==> config.mk <==
export PLATFORM = sky130hd
export DESIGN_NAME = wmem_loader
export DESIGN_NICKNAME = d
export VERILOG_FILES = /design/src/rtl/wmem_loader.sv
export SDC_FILE = /design/constraint.sdc
export NUM_CORES = 1
export LEC_CHECK = 0
export BUFFER_PORTS_ARGS = -buffer_cell sky130_fd_sc_hd__clkbuf_2
export CORE_MARGIN = 2
export CORE_UTILIZATION = 57
export DETAILED_ROUTE_END_ITERATION = 8
export PLACE_DENSITY = 0.8
export SYNTH_ARGS = -nofsm -noshare
export SYNTH_HDL_FRONTEND = slang
export SYNTH_SLANG_ARGS = --single-unit
==> constraint.sdc <==
create_clock -name i_clk -period 2.8 [get_ports i_clk]
set_input_delay 0.7 -clock i_clk [delete_from_list [all_inputs] [get_ports i_clk]]
set_output_delay 0.7 -clock i_clk [all_outputs]
set_load 0.02 [all_outputs]
==> src/rtl/wmem_loader.sv <==
// Packs a byte stream into ROW_NUM-byte rows and writes each row to a weight memory
// at consecutive addresses. Define WMEM_LOADER_CHECKSUM_EN to add the o_checksum output.
module wmem_loader #(
  parameter int DATA_WIDTH    = 8,
  parameter int ROW_NUM       = 6,
  parameter int ADDR_WIDTH    = 7,
  parameter int ROW_WGT_WIDTH = DATA_WIDTH * ROW_NUM
) (
  input  logic                     i_clk,
  input  logic                     i_rst_n,
  input  logic                     i_start,
  input  logic [ADDR_WIDTH-1:0]    i_base_addr,
  input  logic [ADDR_WIDTH:0]      i_row_cnt,
  input  logic [DATA_WIDTH-1:0]    i_data,
  input  logic                     i_valid,
  output logic                     o_ready,
  output logic                     o_wr_en,
  output logic [ADDR_WIDTH-1:0]    o_wr_addr,
  output logic [ROW_WGT_WIDTH-1:0] o_wr_data,
  output logic                     o_busy,
  output logic                     o_done
`ifdef WMEM_LOADER_CHECKSUM_EN
  ,
  output logic [DATA_WIDTH-1:0]    o_checksum
`endif
);

  localparam int BCW = (ROW_NUM > 1) ? $clog2(ROW_NUM) : 1;

  typedef enum logic [1:0] {IDLE, LOAD, DONE} state_t;

  state_t                   state, state_nxt;
  logic [ADDR_WIDTH-1:0]    base_addr;
  logic [ADDR_WIDTH:0]      row_cnt;
  logic [ADDR_WIDTH:0]      row_idx;
  logic [BCW-1:0]           byte_cnt;
  logic [ROW_WGT_WIDTH-1:0] pack;
  logic [ROW_WGT_WIDTH-1:0] row_word;
  logic                     accept;
  logic                     row_end;
  logic                     last_row;

  assign accept   = (state == LOAD) && i_valid;
  assign row_end  = (byte_cnt == BCW'(ROW_NUM - 1));
  assign last_row = ((row_idx + (ADDR_WIDTH+1)'(1)) == row_cnt);

  assign o_ready = (state == LOAD);
  assign o_busy  = (state != IDLE);
  assign o_done  = (state == DONE);

  // Current byte merged into the partial row, so the last byte goes straight to the write register.
  always_comb begin
    row_word = pack;
    row_word[byte_cnt*DATA_WIDTH +: DATA_WIDTH] = i_data;
  end

  always_comb begin
    state_nxt = state;
    case (state)
      IDLE:    if (i_start) state_nxt = (i_row_cnt != '0) ? LOAD : DONE;
      LOAD:    if (accept && row_end && last_row) state_nxt = DONE;
      DONE:    state_nxt = IDLE;
      default: state_nxt = IDLE;
    endcase
  end

  always_ff @(posedge i_clk) begin
    if (!i_rst_n) state <= IDLE;
    else          state <= state_nxt;
  end

  always_ff @(posedge i_clk) begin
    if (!i_rst_n) begin
      base_addr <= '0;
      row_cnt   <= '0;
      row_idx   <= '0;
      byte_cnt  <= '0;
      pack      <= '0;
      o_wr_en   <= 1'b0;
      o_wr_addr <= '0;
      o_wr_data <= '0;
    end else begin
      o_wr_en <= 1'b0;
      if ((state == IDLE) && i_start) begin
        base_addr <= i_base_addr;
        row_cnt   <= i_row_cnt;
        row_idx   <= '0;
        byte_cnt  <= '0;
        pack      <= '0;
      end else if (accept) begin
        if (row_end) begin
          byte_cnt  <= '0;
          row_idx   <= row_idx + (ADDR_WIDTH+1)'(1);
          pack      <= '0;
          o_wr_en   <= 1'b1;
          o_wr_addr <= base_addr + row_idx[ADDR_WIDTH-1:0];
          o_wr_data <= row_word;
        end else begin
          byte_cnt <= byte_cnt + BCW'(1);
          pack     <= row_word;
        end
      end
    end
  end

`ifdef WMEM_LOADER_CHECKSUM_EN
  always_ff @(posedge i_clk) begin
    if (!i_rst_n)                      o_checksum <= '0;
    else if ((state == IDLE) && i_start) o_checksum <= '0;
    else if (accept)                   o_checksum <= o_checksum + i_data;
  end
`endif

endmodule

[After elaboration in Yosys (flattened, before gate mapping)]
Index checks and enable logic that the tools add are counted.
Storage, ports and cells
  register bits: 132
  input bits: 27
  output and inout port bits: 59
  word-level logic and storage cells: 44
Cells by class
  $add $sub $neg: 4
  equal/unequal tests: 6
  shifts and indexed selects: 2
  multiplexer cells: 8
  bitwise gates (word level): 3
  reduce and logical (&&, ||, !) cells: 12
Operator list (number)
  bitwise mux 48 bit: 1
  2-to-1 mux 48 bit: 1
  variable shift 8 x 34 -> 48 bit, first input constant: 1
  variable part select 8 x 34 -> 48 bit: 1
  negation 6 -> 34 bit: 1
  adder 8 x 1 -> 8 bit, second input constant: 1
  == test 8 bit: 1
  nonzero test 8 bit: 1
  adder 7 bit: 1
  2-to-1 mux 2 bit: 3
  logical AND 1 bit: 4
  case mux 2 bit (2 select lines): 1
  AND reduction 2 bit: 2
  adder 3 x 1 -> 3 bit, second input constant: 1
  == test 3 bit, second input constant: 1
  2-to-1 mux 3 bit: 1
  NOT 1 bit: 3
  AND reduction 3 bit: 1
  OR reduction 3 bit: 1
  == test 2 x 1 -> 1 bit, second input constant: 1
  == test 2 bit, second input constant: 1
  zero test 2 bit: 1
  != test 2 x 1 -> 1 bit, second input constant: 1
  != test 2 bit, second input constant: 1
  other kinds (3): 3

[Depth between registers and ports, before layout]
Gate-level depths: netlist (run 1).
  depth in word-level cells: 6
  mapped depth: 10
  depth with buffers taken out: 8

[Worst setup path after synthesis (run 1)]
OpenSTA, ideal clock, no wires.
  kind: register to register
  start point: reg byte_cnt[0]
  end point: reg pack[32]
  arrival time: 2.198 ns
  data required time: 2.734 ns
  path slack: 0.536 ns
  stages on the path, launching flop included: 11
  path buffers: 2
  period minus slack after synthesis: 2.264 ns
  cells stage by stage: dfxtp_1 -> inv_1 -> ha_1 -> ha_1 -> nand2b_1 -> nor4_1 -> clkbuf_1 -> and2_1 -> clkbuf_1 -> a22oi_1 -> nor2_1
On the way
  longest elaborated chain between the ends: 4
  elaborated cells between the ends (all ways): 6
RTL lines
  start: declaration: RTL line 36  | logic [BCW-1:0] byte_cnt;
  start signal: assignment: RTL line 99  | byte_cnt <= byte_cnt + BCW'(1);
  negation 6 -> 34 bit: RTL line 54  | row_word[byte_cnt*DATA_WIDTH +: DATA_WIDTH] = i_data;
  variable part select 8 x 34 -> 48 bit / variable shift 8 x 34 -> 48 bit (equally long branches): RTL line 54
  bitwise mux 48 bit: RTL line 54
  2-to-1 mux 48 bit (*): RTL line 91  | if (row_end) begin
  end signal: assignment: RTL line 100  | pack <= row_word;
  end: declaration: RTL line 37  | logic [ROW_WGT_WIDTH-1:0] pack;
Mark *: on every way between the ends. The rest lies on a longest branch, timed or not.
A chain may end at the register's enable or synchronous reset.

[Final worst setup path (run 1)]
  start point: reg byte_cnt[0]
  end point: reg pack[26]
Same word-level chain as after synthesis.

==> results.sh, run 1 <==
export IMPL_post_cts_resized=0
export IMPL_yosysSeqAreaShare_pct=46.1
export IMPL_remaining_drc_errors=0
export IMPL_postLayoutCellArea_mm2=0.00689
export IMPL_dp_final_hpwl_um=9630
export IMPL_fin_setup_tns_ns=0
export IMPL_status="completed"
export IMPL_setup_violations=0
export IMPL_clockRootBuffer="clkbuf_8"
export IMPL_switchingPower_uw=1040
export IMPL_clkTransAtPathRegs_ns=0.06
export IMPL_power_leakage_uw=0.00250
export IMPL_place_area_mm2=0.00629
export IMPL_hp_class="input port to register"
export IMPL_core_area_mm2=0.00977
export IMPL_cts_hold_buf=0
export IMPL_whs_ns=0.393
export IMPL_ant_nets=0
export IMPL_start_util_pct=58.7
export IMPL_yosysTopAreaCell="dfxtp_1"
export IMPL_post_synth_inst_count=674
export IMPL_ys_top_cells_by_count="dfxtp_1 (132), nor2_1 (123), nand2_1 (82)"
export IMPL_vias=5197
export IMPL_worst_slack_ns=0.385
export IMPL_synth_flop_cell="dfxtp_1"
export IMPL_dp_slack_ns=0.447
export IMPL_overflow=0
export IMPL_relSlewSlack_pct=54.8
export IMPL_grt_pass1_vias=4942
export IMPL_path_buf_inv=1
export IMPL_worst_path_max_fanout=11
export IMPL_power_density_mw_per_mm2=654
export IMPL_cp_data_arrival_time_ns=2.88
export IMPL_first_pass_iters=4
export IMPL_area_growth_pct=20.2
export IMPL_pwr_share_clk_pct=49.6
export IMPL_switching_share_pct=23.0
export IMPL_ys_ff_latch=132
export IMPL_dr_wl_met3_um=852
export IMPL_ys_types=48
export IMPL_fin_util_pct=70.5
export IMPL_drv_cap=0
export IMPL_wire_per_inst_um=16.2
export IMPL_drive_gt1_share_pct=18.3
export IMPL_synth_top_area_share_pct=46.1
export IMPL_drt_initial_drc_count=324
export IMPL_crit_chain="inv_1 -> ha_1 -> ha_1 -> nand2b_1 -> nor3_1 -> o21ai_1 -> a22oi_1 -> nor2_1"
export IMPL_route_final_wire_length_um=14400
export IMPL_min_period_ns=2.42
export IMPL_critical_path_required_ns=3.27
export IMPL_dieArea_mm2=0.0109
export IMPL_combPwrFrac_pct=7.5
export IMPL_maxSlewViolCount=0
export IMPL_n_antenna_cell=0
export IMPL_cp_slowest_cell="dfxtp_1"
export IMPL_finalCritPeriodShare_pct=86.3
export IMPL_rsz0062_at_grt="no"
export IMPL_grtUsageTotal_pct=26.8
export IMPL_clock_path_buffers=2
export IMPL_hold_violations=0
export IMPL_clock_sinks=132
export IMPL_htreeDepth=4
export IMPL_grt_max_degree=60
export IMPL_cts_tree="built"
export IMPL_ys_warn_count=0
export IMPL_gp_congestion=0.894
export IMPL_yosysMostFrequentCell="dfxtp_1"
export IMPL_grt_pass1_wl_um=23500
export IMPL_m1WireLength_um=6290
export IMPL_p_int_uw=3470
export IMPL_clkLatencyLatePin_ns=0.53
export IMPL_p_seq_share_pct=42.9
export IMPL_crit_top_cell="ha_1"
export IMPL_async_flop_share_pct=0
export IMPL_port_buffers=85
export IMPL_post_cts_buffers=0
export IMPL_max_stage_delay_ns=0.57
export IMPL_route_met2_wl_um=7060
export IMPL_antenna_found_initial=0
export IMPL_yosys_top_cells_area="dfxtp_1 (46%), nor2_1 (8.0%), mux2i_1 (5.8%), nand2_1 (5.4%), a211oi_1 (5.2%)"
export IMPL_nets=782
export IMPL_endpoint_kind="register"
export IMPL_fin_skew_ns=0.00646
export IMPL_highest_layer="met4"
export IMPL_ir_drop_mv=0.465
export IMPL_cts_made_buffers=17
export IMPL_syn_area_mm2=0.00574
export IMPL_fp_dieW_um=104
export IMPL_tightestPinTransition_ns=0.673
export IMPL_worst_setup_path_start_kind="register"
export IMPL_rows=36
export IMPL_fmax_ghz=0.414
export IMPL_syn_nets=713
export IMPL_synth_edf_count=0
export IMPL_avgViaCountPerCell=5.85
export IMPL_worstSetupPathType="register to register"
export IMPL_syn_avg_cell_area_um2=8.51
export IMPL_die_h_um=104
export IMPL_io_pins=86
export IMPL_cp_top_family="compound AO/OA/AOI/OAI gates"
state kept, by name, summed over array words and instances (netlist names):
| register | count |
|---|---|
| state | 2 |
| o_wr_en | 1 |
| o_wr_addr | 7 |
| row_idx | 8 |
| o_wr_data | 48 |
| byte_cnt | 3 |
| row_cnt | 8 |
| base_addr | 7 |
| pack | 48 |
power by group through the flow:
stage | combinational [uW] | clock [uW] | sequential, uW
finish | 339 | 2240 | 1930
global route | 370 | 2340 | 1940
CTS | 334 | 2260 | 1930
detailed placement | 331 | 0 | 1970
global placement | 322 | 0 | 1970
floorplan | 234 | 0 | 1960
cells in the final DEF (no fill, tap or decap), drive strengths merged, types with 11 or more instances in the layout:
cell    instances
dfxtp         132
nor2          123
clkbuf        109
nand2          82
a211oi         40
a22oi          36
mux2i          33
a21oi          31
nor3           20
inv            17
buf            16
a32oi          14
xnor2          13
ha             11
worst min-delay path, delay by kind of cell:
kind / cells / cell delay [ns]
compound gates: 1 / 0.05
simple gates: 1 / 0.04
buf+inv: 1 / 0.08
routing by layer:
| layer | GRT usage, % | up-vias |
|---|---|---|
| li1 | - | 2492 |
| met1 | 33.2 | 2520 |
| met4 | 10.2 | 0 |
| met5 | 0 | - |
| met3 | 7.33 | 19 |
| met2 | 44.4 | 166 |
path summary, 6_finish.rpt:
kind              slack, ns           end  cells after the start      startpoint
hold / removal         0.39  base_addr[5]                      3  i_base_addr[5]
setup / recovery       0.38      pack[26]                      8     byte_cnt[0]
setup reg to reg       0.38      pack[26]                      8     byte_cnt[0]
hold reg to reg        0.46  o_wr_addr[2]                      2    o_wr_addr[2]
cell type report:
type                    instances  area, um^2
clock buffers                  24         480
multi-input cells             473        2840
fillers                       767        2880
repair buffers                101         571
clock inverters                 8         123
flip-flops and latches        132        2640
inverters                      18        67.6
well taps                     133         166
cell families (layout without fill, tap and decap cells):
group	after synthesis	count (layout)	synth area share [%]
flip-flops	132	132	46.1
XOR/XNOR	22	22	3.36
AO/OA/AOI/OAI	146	146	18.0
buffers and inverters	69	151	4.52
multiplexers	33	33	5.76
AND/OR/NAND/NOR	259	259	19.4
adder cells (fa/ha/maj)	13	13	2.92
per-stage QoR:
stage | power (uW) | std cells
final | 4510 | 889
after global routing | 4650 | 889
after CTS | 4530 | 889
after detailed placement | 2300 | 857
after global placement | 2290 | 857
after floorplan | 2200 | 674
Power figures use the tool's default switching activity.
==> run 2, diff against run 1 <==
PLACE_DENSITY = 0.86   (was 0.8)
==> run 2 against run 1 <==
Effect of this change: sequential cell count stayed put; worst setup slack worse by 0.14 ns; sequential power hardly changed; global-route usage is 0.86 points higher; clock-buffer cell count is 5 lower; largest power group unchanged.
==> results.sh, run 2 (synthesis results as in run 1) <==
export IMPL_finalCritPeriodShare_pct=91.3
export IMPL_n_antenna_cell=0
export IMPL_fin_skew_ns=0.00684
export IMPL_cts_tree="built"
export IMPL_critical_path_required_ns=3.26
export IMPL_cts_hold_buf=0
export IMPL_post_cts_buffers=0
export IMPL_min_period_ns=2.56
export IMPL_htreeDepth=4
export IMPL_endpoint_kind="register"
export IMPL_place_area_mm2=0.00628
export IMPL_grt_max_degree=78
export IMPL_avgViaCountPerCell=5.90
export IMPL_ant_nets=0
export IMPL_clockRootBuffer="clkbuf_8"
export IMPL_start_util_pct=58.7
export IMPL_status="completed"
export IMPL_core_area_mm2=0.00977
export IMPL_drv_cap=0
export IMPL_first_pass_iters=7
export IMPL_timing_rr_start="byte_cnt[0]"
export IMPL_nets=781
export IMPL_die_h_um=104
export IMPL_overflow=0
export IMPL_antenna_found_initial=0
export IMPL_seq_area_mm2=0.00264
export IMPL_hp_class="input port to register"
export IMPL_instances_no_fill=885
export IMPL_maxSlewViolCount=0
export IMPL_final_cell_mix="dfxtp_1 (132), nor2_1 (123), clkbuf_2 (85), nand2_1 (82), a211oi_1 (40)"
export IMPL_worst_setup_path_start_kind="register"
export IMPL_area_growth_pct=20.0
export IMPL_worst_path_max_fanout=10
export IMPL_dp_final_hpwl_um=9650
export IMPL_grt_pass1_vias=4881
export IMPL_gp_congestion=0.869
export IMPL_hold_path_startpoint="i_base_addr[1]"
export IMPL_port_buffers=85
export IMPL_nFillCells=735
export IMPL_r2r_setup_slack_ns=0.24
export IMPL_route_final_wire_length_um=14900
export IMPL_power_leakage_uw=0.00250
export IMPL_startpoint="byte_cnt[0]"
export IMPL_tightestPinTransition_ns=0.621
export IMPL_postLayoutCellArea_mm2=0.00688
export IMPL_clkTransAtPathRegs_ns=0.06
export IMPL_cp_data_arrival_time_ns=3.02
export IMPL_ir_drop_mv=0.335
export IMPL_relSlewSlack_pct=58.3
export IMPL_grt_pass1_wl_um=24300
export IMPL_vias=5225
export IMPL_dp_cells=856
export IMPL_drive_gt1_share_pct=18.2
export IMPL_clock_path_buffers=2
export IMPL_fin_util_pct=70.4
export IMPL_dieArea_mm2=0.0109
export IMPL_fmax_ghz=0.391
export IMPL_power_density_mw_per_mm2=660
export IMPL_clkLatencyLatePin_ns=0.53
export IMPL_drt_initial_drc_count=411
export IMPL_worstSetupPathType="register to register"
export IMPL_hold_violations=0
export IMPL_rows=36
export IMPL_post_cts_resized=0
export IMPL_io_pins=86
export IMPL_top_regs="o_wr_data x48, pack x48"
export IMPL_setup_violations=0
export IMPL_wire_per_inst_um=16.8
export IMPL_mostFrequentLayoutCell="dfxtp_1"
export IMPL_rsz0062_at_grt="no"
export IMPL_fin_setup_tns_ns=0
export IMPL_grtUsageTotal_pct=27.7
export IMPL_clock_sinks=132
export IMPL_remaining_drc_errors=0
export IMPL_multiInputGateArea_mm2=0.00284
export IMPL_cts_made_buffers=17
export IMPL_whs_ns=0.403
export IMPL_fp_dieW_um=104
-- run 2: changes by cell type in the layout (fill, tap and decap cells not counted) --
cell | previous run | this run
clkbuf_8 | 5 | 3
buf_4 | 14 | 13
clkinv_2 | 2 | 3
clkbuf_1 | 3 | 0
bufinv_16 | 3 | 4
-- run 2: critical path, cell delays in order, from the launching register on --
cell	delay (ns)
dfxtp_1	0.55
inv_1	0.14
ha_1	0.24
ha_1	0.34
nand2b_1	0.13
nor3_1	0.05
buf_4	0.19
o21ai_1	0.50
a22oi_1	0.17
nor2_1	0.16
-- run 2: final cells by class --
cell class	instances	area share [%]
flip-flops and latches	132	38.4
multi-input cells	473	41.3
well taps	133	2.42
clock inverters	10	2.29
inverters	18	0.982
clock buffers	19	6.42
repair buffers	100	8.18
-- run 2: through the flow --
stage / setup WS [ns] / power (uW)
floorplan: 0.536 / 2200
global placement: 0.521 / 2290
detailed placement: 0.322 / 2300
CTS: 0.283 / 4540
global route: 0.0992 / 4670
finish: 0.242 / 4540
-- run 2: routing by layer --
layer / part of all wire [%] / track usage, % / vias up
li1: - / - / 2487
met2: 47 / 43.8 / 253
met5: 0 / 0 / -
met4: 1.7 / 8.98 / 0
met3: 7.7 / 7.71 / 24
met1: 43 / 36.5 / 2461
-- run 2: worst paths after layout --
path / cells past startpoint / to
hold / removal: 3 / base_addr[1]
setup reg to reg: 9 / pack[24]
hold reg to reg: 2 / o_wr_data[18]
setup / recovery: 9 / pack[24]
-- run 2: power breakdown --
part           total, uW  leakage (uW)  internal, uW  switching [uW]
clock network       2260      0.000287          1470             792
logic                341       0.00115           116             224
registers           1930       0.00107          1910            27.6
total               4540       0.00250          3490            1040
==> run 3, diff against run 2 <==
==> constraint.sdc (replaced) <==
create_clock -name i_clk -period 2.6 [get_ports i_clk]
set_input_delay 0.13 -clock i_clk [delete_from_list [all_inputs] [get_ports i_clk]]
set_output_delay 0.13 -clock i_clk [all_outputs]
set_load 0.02 [all_outputs]
==> run 3 against run 2 <==
Effect of this change: routed wire length up 4.4%; sequential cell count is the same; sequential share of layout area is 0.73 points lower; register-to-register slack got worse by 0.09 ns; fmax is 4.6% higher; clock skew fell by 0.0022 ns; worst hold slack worse by 0.35 ns; cell area grew 1.9%; combinational power grew 14%; highest routed layer unchanged.
==> results.sh, run 3 (synthesis results as in run 1) <==
export IMPL_status="completed"
export IMPL_first_pass_iters=5
export IMPL_pwr_share_clk_pct=47.7
export IMPL_rows=36
export IMPL_timing_rr_start="byte_cnt[0]"
export IMPL_holdPathEnd="pack[7]"
export IMPL_place_area_mm2=0.00629
export IMPL_overflow=0
export IMPL_grtUsageTotal_pct=29.1
export IMPL_top_regs="o_wr_data x48, pack x48"
export IMPL_drive_gt1_share_pct=18.2
export IMPL_grt_pass1_vias=5187
export IMPL_fp_dieW_um=104
export IMPL_post_cts_buffers=0
export IMPL_fin_skew_ns=0.00463
export IMPL_combPwrFrac_pct=8.2
export IMPL_setup_violations=0
export IMPL_drv_cap=0
export IMPL_relSlewSlack_pct=60.0
export IMPL_worst_path_max_fanout=10
export IMPL_dp_final_hpwl_um=10100
export IMPL_cp_data_arrival_time_ns=2.89
export IMPL_n_antenna_cell=0
export IMPL_start_util_pct=58.7
export IMPL_rsz0062_at_grt="no"
export IMPL_grt_pass1_wl_um=25400
export IMPL_clkLatencyLatePin_ns=0.52
export IMPL_maxSlewViolCount=0
export IMPL_p_seq_share_pct=44.1
export IMPL_worst_setup_path_start_kind="register"
export IMPL_fin_util_pct=71.7
export IMPL_cts_made_buffers=17
export IMPL_drt_initial_drc_count=399
export IMPL_switching_share_pct=24.0
export IMPL_antenna_found_initial=0
export IMPL_clockRootBuffer="clkbuf_8"
export IMPL_p_int_uw=3590
export IMPL_die_h_um=104
export IMPL_grt_max_degree=36
export IMPL_clkTransAtPathRegs_ns=0.06
export IMPL_avgViaCountPerCell=5.96
export IMPL_wire_per_inst_um=17.2
export IMPL_ant_nets=0
export IMPL_whs_ns=0.0558
export IMPL_hold_violations=0
export IMPL_switchingPower_uw=1140
export IMPL_route_final_wire_length_um=15500
export IMPL_final_cell_mix="dfxtp_1 (132), nor2_1 (123), clkbuf_2 (85), nand2_1 (82), a211oi_1 (40)"
export IMPL_core_area_mm2=0.00977
export IMPL_postLayoutCellArea_mm2=0.00701
export IMPL_worstSetupPathType="register to register"
export IMPL_rr_endpoint="pack[25]"
export IMPL_vias=5380
export IMPL_htreeDepth=4
export IMPL_clock_sinks=132
export IMPL_port_buffers=85
export IMPL_mostFrequentLayoutCell="dfxtp_1"
export IMPL_ir_drop_mv=0.352
export IMPL_min_period_ns=2.45
export IMPL_power_density_mw_per_mm2=673
export IMPL_power_uw=4720
export IMPL_fmax_ghz=0.409
export IMPL_r2r_setup_slack_ns=0.15
export IMPL_dieArea_mm2=0.0109
export IMPL_multiInputGateArea_mm2=0.00285
export IMPL_io_pins=86
export IMPL_cts_tree="built"
export IMPL_clock_path_buffers=2
export IMPL_hp_class="input port to register"
export IMPL_remaining_drc_errors=0
export IMPL_area_growth_pct=22.3
export IMPL_power_leakage_uw=0.00255
export IMPL_hold_path_startpoint="i_data[7]"
export IMPL_nFillCells=686
export IMPL_gp_congestion=0.920
export IMPL_tightestPinTransition_ns=0.596
export IMPL_seq_area_mm2=0.00264
export IMPL_holdPathStages=3
export IMPL_fin_setup_tns_ns=0
export IMPL_finalCritPeriodShare_pct=94.1
export IMPL_critical_path_required_ns=3.04
export IMPL_worstRegToRegCells=9
export IMPL_nets=798
export IMPL_endpoint_kind="register"
[run 3: changes by cell type in the layout (fill, tap and decap cells not counted)]
| cell | before | now |
|---|---|---|
| dlygate4sd3_1 | 0 | 16 |
| bufinv_16 | 4 | 2 |
| clkbuf_1 | 0 | 2 |
| o21ai_1 | 2 | 0 |
| o21ai_2 | 0 | 2 |
| and2_1 | 4 | 3 |
| and2_2 | 0 | 1 |
| buf_4 | 13 | 14 |
| clkinv_4 | 0 | 1 |
[run 3: cell type report]
class                   instances  area share, %
inverters                      18          0.963
repair buffers                117           10.4
clock buffers                  21           6.40
well taps                     133           2.37
clock inverters                 9           1.52
multi-input cells             473           40.6
flip-flops and latches        132           37.7
[run 3: worst max path at each step]
| stage | startpoint | endpoint | slack, ns | depth (start not counted) |
|---|---|---|---|---|
| 6_report | byte_cnt[0] | pack[25] | 0.15 | 9 |
| 5_1_grt | byte_cnt[0] | pack[32] | 0.01 | 9 |
| 4_1_cts | byte_cnt[0] | pack[25] | 0.11 | 9 |
| 3_5_place_dp | byte_cnt[0] | pack[32] | 0.24 | 9 |
| 3_3_place_gp | row_idx[2] | state[1] | 0.45 | 5 |
| 2_1_floorplan | byte_cnt[0] | pack[32] | 0.34 | 10 |
[run 3: stage by stage]
step | std cells | setup WS, ns
finish | 903 | 0.154
global route | 903 | 0.0124
CTS | 903 | 0.105
detailed placement | 857 | 0.236
global placement | 857 | 0.449
floorplan | 674 | 0.336
[run 3: timing repair]
action / CTS / global route
hold buffers: 16 / 0
gates resized for setup: 0 / 3
endpoints found under the hold margin: 19 / 0
setup endpoints to repair: 0 / 5
[run 3: layer usage]
layer	up-vias	global-route usage (%)	part of all wire (%)
met4	0	14.4	3.4
li1	2532	-	-
met1	2532	36.0	42
met3	57	7.77	7.6
met5	-	0	0
met2	259	47.0	47
[run 3: worst max-delay path: stages, from the launching register on]
cell      delay (ns)
dfxtp_1         0.51
inv_1           0.15
ha_1            0.23
ha_1            0.35
nand2b_1        0.11
nor3_1          0.18
buf_4           0.25
and2_2          0.26
a22oi_1         0.13
nor2_1          0.17
[run 3: power by group through the flow]
| stage | Clock (uW) | Combinational [uW] | Sequential [uW] |
|---|---|---|---|
| 2_1_floorplan | 0 | 252 | 2110 |
| 3_5_place_dp | 0 | 355 | 2120 |
| 5_1_grt | 2350 | 421 | 2080 |
| 4_1_cts | 2260 | 378 | 2080 |
| 3_3_place_gp | 0 | 339 | 2120 |
| 6_report | 2250 | 388 | 2080 |
